--- src/rtl/slice_select_pipe.sv ---
// slice_select_pipe
//   Registered slice selector. Picks one SLICE_W-bit slice out of a packed
//   NUM_SLICES-slice word, either from an explicit select code (direct mode)
//   or from an internal wrapping slice counter (scan mode). Valid/ready on
//   both sides with a single output register stage (latency 1).
//
// Ports
//   clk, rst_n    clock (rising edge), synchronous active-low reset
//   mode          0 = direct (in_sel), 1 = scan (internal counter)
//   scan_clr      force scan counter to 0 for this cycle
//   in_valid/in_ready/in_sel/in_data      input beat
//   out_valid/out_ready                   output handshake
//   out_data      selected slice (0 when out_zero)
//   out_idx       slice index used (0 when out_zero)
//   out_zero      direct select code was out of range
//   out_last      scan beat used the final slice index
module slice_select_pipe #(
  parameter  int SLICE_W    = 3,
  parameter  int NUM_SLICES = 7,
  parameter  int SEL_W      = 5,
  parameter  int SEL_LIMIT  = 28,
  localparam int IDX_W      = (NUM_SLICES > 1) ? $clog2(NUM_SLICES) : 1
) (
  input  logic                          clk,
  input  logic                          rst_n,
  input  logic                          mode,
  input  logic                          scan_clr,
  input  logic                          in_valid,
  output logic                          in_ready,
  input  logic [SEL_W-1:0]              in_sel,
  input  logic [NUM_SLICES*SLICE_W-1:0] in_data,
  output logic                          out_valid,
  input  logic                          out_ready,
  output logic [SLICE_W-1:0]            out_data,
  output logic [IDX_W-1:0]              out_idx,
  output logic                          out_zero,
  output logic                          out_last
);

  localparam logic [IDX_W-1:0] LAST_IDX = IDX_W'(NUM_SLICES - 1);

  // output stage
  logic               r_valid;
  logic [SLICE_W-1:0] r_data;
  logic [IDX_W-1:0]   r_idx;
  logic               r_zero;
  logic               r_last;

  // scan counter
  logic [IDX_W-1:0]   r_cnt;
  logic [IDX_W-1:0]   w_cnt_nxt;
  logic [IDX_W-1:0]   w_cnt_eff;

  logic                                w_accept;
  logic                                w_in_range;
  logic [SEL_W-1:0]                    w_sel_mod;
  logic [IDX_W-1:0]                    w_idx;
  logic                                w_zero;
  logic                                w_last;
  logic [SLICE_W-1:0]                  w_slice;
  logic [NUM_SLICES-1:0][SLICE_W-1:0]  w_slices;

  // Unpack the source word into addressable slices.
  for (genvar k = 0; k < NUM_SLICES; k++) begin : g_slice
    assign w_slices[k] = in_data[k*SLICE_W +: SLICE_W];
  end

  assign in_ready   = !r_valid | out_ready;
  assign w_accept   = in_valid & in_ready;
  assign w_in_range = 32'(in_sel) < 32'(SEL_LIMIT);
  assign w_sel_mod  = in_sel % SEL_W'(NUM_SLICES);
  // scan_clr overrides the counter for the current beat, not just the next one.
  assign w_cnt_eff  = scan_clr ? '0 : r_cnt;

  // Index / flag selection for the beat currently on the input.
  always_comb begin
    w_idx  = '0;
    w_zero = 1'b0;
    w_last = 1'b0;
    if (mode) begin
      w_idx  = w_cnt_eff;
      w_last = (w_cnt_eff == LAST_IDX);
    end else if (w_in_range) begin
      w_idx  = IDX_W'(w_sel_mod);
    end else begin
      w_zero = 1'b1;
    end
  end

  // Slice mux; indices beyond NUM_SLICES-1 never occur but fall back to 0.
  always_comb begin
    w_slice = '0;
    for (int k = 0; k < NUM_SLICES; k++)
      if (w_idx == IDX_W'(k)) w_slice = w_slices[k];
  end

  // Counter next state: advance from the effective value on scan accepts,
  // so a scan_clr with an accept lands on 1 rather than 0.
  always_comb begin
    w_cnt_nxt = r_cnt;
    if (w_accept && mode)
      w_cnt_nxt = (w_cnt_eff == LAST_IDX) ? '0 : w_cnt_eff + 1'b1;
    else if (scan_clr)
      w_cnt_nxt = '0;
  end

  always_ff @(posedge clk) begin
    if (!rst_n) begin
      r_cnt   <= '0;
      r_valid <= 1'b0;
      r_data  <= '0;
      r_idx   <= '0;
      r_zero  <= 1'b0;
      r_last  <= 1'b0;
    end else begin
      r_cnt <= w_cnt_nxt;
      if (w_accept) begin
        r_valid <= 1'b1;
        r_data  <= w_zero ? '0 : w_slice;
        r_idx   <= w_idx;
        r_zero  <= w_zero;
        r_last  <= w_last;
      end else if (out_ready) begin
        r_valid <= 1'b0;
      end
    end
  end

  assign out_valid = r_valid;
  assign out_data  = r_data;
  assign out_idx   = r_idx;
  assign out_zero  = r_zero;
  assign out_last  = r_last;

endmodule

--- config.mk ---
export PLATFORM = sky130hd
export DESIGN_NAME = slice_select_pipe
export DESIGN_NICKNAME = d
export VERILOG_FILES = /design/src/rtl/slice_select_pipe.sv
export SDC_FILE = /design/constraint.sdc
export NUM_CORES = 1
export LEC_CHECK = 0
export BUFFER_PORTS_ARGS = -buffer_cell sky130_fd_sc_hd__buf_2
export CORE_MARGIN = 2
export CORE_UTILIZATION = 43
export CTS_CLUSTER_DIAMETER = 100
export DETAILED_ROUTE_END_ITERATION = 10
export PLACE_DENSITY_LB_ADDON = 0.1
export SYNTH_ARGS = -nofsm -noshare
export SYNTH_HDL_FRONTEND = slang
export SYNTH_SLANG_ARGS = --single-unit
--- constraint.sdc ---
create_clock -name clk -period 2.3 [get_ports clk]
set_input_delay 0.23 -clock clk [delete_from_list [all_inputs] [get_ports clk]]
set_output_delay 0.23 -clock clk [all_outputs]
set_load 0.05 [all_outputs]
# Word level (Yosys, flattened, before mapping)
# Cells that the tools add are included.
[op_classes] add_sub_neg=1 div_mod_pow=1 order_cmp=1 n_eq_ne=7 mux=18 bitwise=2 n_reduce_logical=4
[ops] operator="3-bit two-way mux" count=13
[ops] operator="3-bit == test (second input constant)" count=4
[ops] operator="3-bit by 2-bit == test with 1-bit output (second input constant)" count=2
[ops] operator="5-bit < comparator (second input constant)" count=1
[ops] operator="5-bit by 3-bit modulo with 5-bit output (second input constant)" count=1
[ops] operator="1-bit two-way mux" count=5
[ops] operator="3-bit by 1-bit adder with 3-bit output (second input constant)" count=1
[ops] operator="3-bit by 1-bit == test with 1-bit output (second input constant)" count=1
[ops] operator="3-bit zero test" count=1
[ops] operator="2-bit nonzero test" count=1
[ops] operator="1-bit AND" count=1
[ops] operator="1-bit logical AND" count=1
[ops] operator="1-bit zero test" count=1
[ops] operator="1-bit bitwise OR" count=1
[word_totals] register_bits=12 inputBits=32 output_inout_bits=10 wordCells=40

# Depth between registers and ports, before layout
[logic_depth] word_depth=12 depth_mapped=13 depth_no_buf=11

# Least setup slack after synthesis
# No wires, ideal clock.
[synth_timing] path_type="input to register" startpoint="in in_sel[4]" endpoint="reg r_data[1], in the netlist out_data[1]" setup_ns=0.128 arrival_time_ns=2.273 t_required_ns=2.172 slack_ns=-0.101 stages=11 path_buffers=1 path_cell_list="buf_6 a21boi_0 ha_1 mux2_2 nand2_1 o21ai_2 mux2i_1 a21oi_2 mux2_1 a32oi_1 a221oi_2"
[synth_between] elab_chain_len=12 word_cells_on_any_way=21 classes_between="1 x div; 1 x order compare; 6 x eq/ne; 12 x mux; 1 x reduce/logical"
[synth_lines] element="start: declaration" line_no="30" rtl="input logic [SEL_W-1:0] in_sel,"
[synth_lines] element="5-bit by 3-bit modulo with 5-bit output or 5-bit < comparator (tied branches)" line_no="71, 70"
[synth_lines] element="3-bit two-way mux" line_no="83" rtl="end else if (w_in_range) begin"
[synth_lines] element="3-bit two-way mux" line_no="80" rtl="if (mode) begin"
[synth_lines] element="3-bit zero test" line_no="94" rtl="if (w_idx == IDX_W'(k)) w_slice = w_slices[k];"
[synth_lines] element="3-bit two-way mux (7 in a row)" line_no="94"
[synth_lines] element="3-bit two-way mux *" line_no="119" rtl="r_data <= w_zero ? '0 : w_slice;"
[synth_lines] element="end signal: assignment" line_no="119"
[synth_lines] element="end: declaration" line_no="44" rtl="logic [SLICE_W-1:0] r_data;"
# Every way passes the cells marked *; elsewhere a longest branch is shown, timed or not.
# A chain may end at the register's enable or synchronous reset.

# Final worst setup path
[layout_timing] startpoint="in in_sel[2]" endpoint="reg r_data[1], in the netlist out_data[1]"
# The elaborated chain is that of the path after synthesis.

==> reports/summary.md <==
The first-pass GRT wire length was 4.24 mm. TritonCTS built the clock tree. Hold violation count in the final report: 0. For the cell area after synthesis, the log shows 1080 sq um.

The signal on the critical path passes through buf_2, a21boi_2, ha_1, mux2_4, nand2_1, o21ai_2, mux2i_4, a21oi_4, mux2_4, a32oi_1, a221oi_2. For this run, the number of Yosys warnings is 0. The final number of max-transition violations is 0.

Global routing consumed, over all layers together, 19.5% of the routing resources. The detailed router put a total of 1.19 mm of wire on met1. Of all cell types, the one taking the most synthesized area is dfxtp_1. After detailed routing, the average wire length per cell comes to 12.9 um. The count of buffering cells on the critical path with inverters included was 1.

The family with the most delay on the worst path was multiplexers. After synthesis, flip-flops and latches occupy 22.3% of the total area. In this design, the stage delay of the slowest critical-path cell is 0.33 ns. STA classifies the critical path startpoint as an input pin.

For the final routed database, the setup TNS stands at 0 ns. Power spread over the standard cell area amounts to 479 nW/um^2. Top-area cell type share of the netlist area: 22.3%. The number of diodes was 0; the number of inserted filler cells in the final layout was 232. Setup repair after global routing could not meet its margin everywhere.

The initialized floorplan defines 18 standard-cell rows. The run gives 1 as the number of levels the H-tree was split into. For this design the static power due to leakage is 0.668 nW. The total area inside the core boundary comes to 2430 sq um.

Power comes to 0.000717 W. The area growth from synthesis to layout is 39.2%. The root cell of the clock tree was clkbuf_4. The maximum clock path buffer count is 2.

The logs give 0 for the number of design rule violations left after detail routing and 0 for the number of antenna violations at the first check in global routing. Synthesis inferred 12 register bits. The later-pin clock latency in the skew report is 0.27 ns, and the count of TritonRoute iterations in the first routing pass is 5. Counting distinct cell types in the post-synthesis netlist gives 47. By area the synthesized netlist is led by dfxtp_1 22%, buf_6 4.2%, nor2_1 3.8%, a21oi_1 3.7%, mux2i_1 3.7%. After synthesis, the share of flip-flops with an asynchronous set or reset is 0%.

The highest metal layer carrying signal wires in the routed design is met4. The tool flagged a number of max-cap violations equal to 0. The mean number of vias per cell came out at 5.41. The final clock skew is 0.00849 ns, and the synthesized netlist net count is 161. After clock tree synthesis, the flow added hold-fix buffers numbering 0.

Measured along the x axis, the die boundary spans 54.0 um. At the pin with the least slew margin, the transition time is 0.401 ns. The initial core utilization is 44.2%. For the worst flop-to-flop path, the logic depth is 4. The clock drives 12 sinks. The violation count after the first detailed-route iteration is 17. The number of standard cells after synthesis came out at 127. In this run the critical register-to-register path is launched from r_cnt[2]. After layout, the minimum clock period comes to 2.22 ns. The share of layout cells above drive strength 1 was 49.5%; the sum of met3 wire segment lengths after detailed routing was 93 um.

The data arrival time of the worst path is 2.38 ns. Upper clock frequency limit: 450 MHz. Weighted congestion reported at the end of routability-driven placement: 0.729. The run gives 2.16 mm as the detailed placement HPWL. The number of global-route vias before repair was 1045.

Wire segments on met2 add up to 1.43 mm in the final route. The final antenna-violating net count is 0. Total number of cells along the worst setup path: 11. At the end of the flow, the number of nets in the layout was 217. Each instance of the synthesized netlist takes up on average 8.47 sq um. For the global-route congestion overflow total, the log shows 0. The run gives 73.2% as the headroom to the max-slew limit. The path class of the lowest-slack min-delay path was in2reg.

For this block, the routed nets add up to 2.73 mm of wire. The post-CTS clock slew at the launch and capture registers of the worst setup and hold paths is 0.09 ns, and the die height is 54.0 um. Data on the critical path is required at its endpoint by 2.46 ns. The nature of the critical path endpoint was a flop. Setup violations remaining at the end of the flow were counted as 0. The most frequent cell on the critical path was mux2_4.

Endpoint of the worst-slack reg-to-reg timing path: out_data[2]. Among all flip-flop cells after synthesis, the most frequent one is dfxtp_1. Among all stages on the critical path, the largest delay is contributed by ha_1.

For this design the top-level I/O count stands at 42. Across the VDD grid, the largest voltage drop is 0.000294 V. The critical path starts at in_sel[2]. Of the available clock period, the critical path in the final layout requires 96.7%.

Following the worst setup path forward leads to its endpoint at out_data[1]. The number of buffer cells added on primary ports works out to 41. The flow ran to the end, and the final reports show no timing, DRC or antenna violations.

Clock tree synthesis inserted a total of 3 buffers. The tools report the total number of vias as 1147. The die area is 2920 sq um, and the largest fanout on the critical path is 6.

For the reg-to-reg setup timing slack, the log shows 0.68 ns. The type of the setup path with the least slack is in2reg. Entering global routing, the biggest net connects 13 pins. Counting flops with a built-in enable in the synthesized netlist gives 0.
==> stage by stage <==
| stage | cells | hold slack, ns | util [%] | setup WS, ns | instance area, sq um |
|---|---|---|---|---|---|
| after floorplan | 127 | 0.359 | - | 0.00332 | 1130 |
| after global placement | 207 | 0.471 | 58.6 | -0.244 | 1430 |
| after detailed placement | 207 | 0.486 | 58.6 | -0.294 | 1430 |
| after CTS | 211 | 0.203 | 60.5 | 0.00345 | 1470 |
| after global routing | 212 | 0.225 | 61.6 | -0.00154 | 1500 |
| final | 212 | 0.210 | 61.6 | 0.0758 | 1500 |
==> how the worst min path moves through the flow <==
stage                         from  slack [ns]  cells after the start        end
after floorplan           in_valid        0.36                      2  out_valid
after global placement    out_last        0.47                      2   out_last
after detailed placement  out_last        0.49                      2   out_last
after CTS                 in_valid        0.20                      3  out_valid
after global routing      in_valid        0.23                      3  out_valid
final                     in_valid        0.21                      3  out_valid
==> final cells by class <==
class | instances | area (sq um) | share of cell area (%)
multi-input cells | 101 | 828 | 55.3
repair buffers | 57 | 325 | 21.7
flip-flops and latches | 12 | 240 | 16.0
well taps | 30 | 37.5 | 2.51
clock buffers | 4 | 36.3 | 2.42
inverters | 8 | 30.0 | 2.01
==> synthesized netlist by cell type (all sizes together), types with 2 or more instances <==
cell type and count:
a221oi 2, nor3 3, and4bb 3, dfxtp 12
and2 4, nor2b 2, o211ai 2, nand3 5
buf 4, o311a 2, mux2i 4, ha 2
a32oi 2, clkbuf 2, nor2 12, nor4 2
a21oi 9, nand2b 2, mux2 5, nand3b 2
o21a 2, o21ai 10, a211oi 3, nand2 10
inv 8, a31oi 3
==> tightest hold or removal path, cell delays in order <==
cell,delay [ns]
buf_2,0.11
inv_1,0.05
a21oi_1,0.05
==> cells by family (layout without fill, tap and decap cells) <==
| kind of cell | count (synthesis) | count (layout) | share of synthesized area [%] |
|---|---|---|---|
| AND/OR/NAND/NOR | 48 | 48 | 25.7 |
| XOR/XNOR | 1 | 1 | 0.814 |
| flip-flops | 12 | 12 | 22.3 |
| adder cells (fa/ha/maj) | 2 | 2 | 2.33 |
| AO/OA/AOI/OAI | 41 | 41 | 32.2 |
| buffers and inverters | 14 | 69 | 7.67 |
| multiplexers | 9 | 9 | 8.95 |
==> report_power, final <==
group          internal (W)  switching (W)
sequential         0.000220     0.00000779
combinational      0.000141       0.000177
clock             0.0000960      0.0000754
total              0.000457       0.000260
==> metal layers <==
| layer | vias up | track usage (%) |
|---|---|---|
| li1 | 583 | - |
| met1 | 536 | 23.3 |
| met2 | 26 | 35.8 |
| met3 | 2 | 2.50 |
| met4 | 0 | 5.83 |
| met5 | - | 0 |
==> timing repair <==
action,CTS,global route
setup endpoints to repair,1,3
buffers inserted,0,1
resized for setup,1,4
pin swaps,0,1
==> flip-flops by register name, summed over array words and instances, names as in the netlist <==
register / flops
out_data: 3
out_last: 1
out_idx: 3
out_zero: 1
r_cnt: 3
out_valid: 1
==> layout by cell type, fill, tap and decap left out, drive strengths merged, types with 4 or more instances in the layout <==
cell type | Yosys | final
a21oi | 9 | 9
and2 | 4 | 4
buf | 4 | 57
clkbuf | 2 | 4
dfxtp | 12 | 12
inv | 8 | 8
mux2 | 5 | 5
mux2i | 4 | 4
nand2 | 10 | 10
nand3 | 5 | 5
nor2 | 12 | 12
o21ai | 10 | 10
Note: power is estimated with default switching activity, not from simulation.
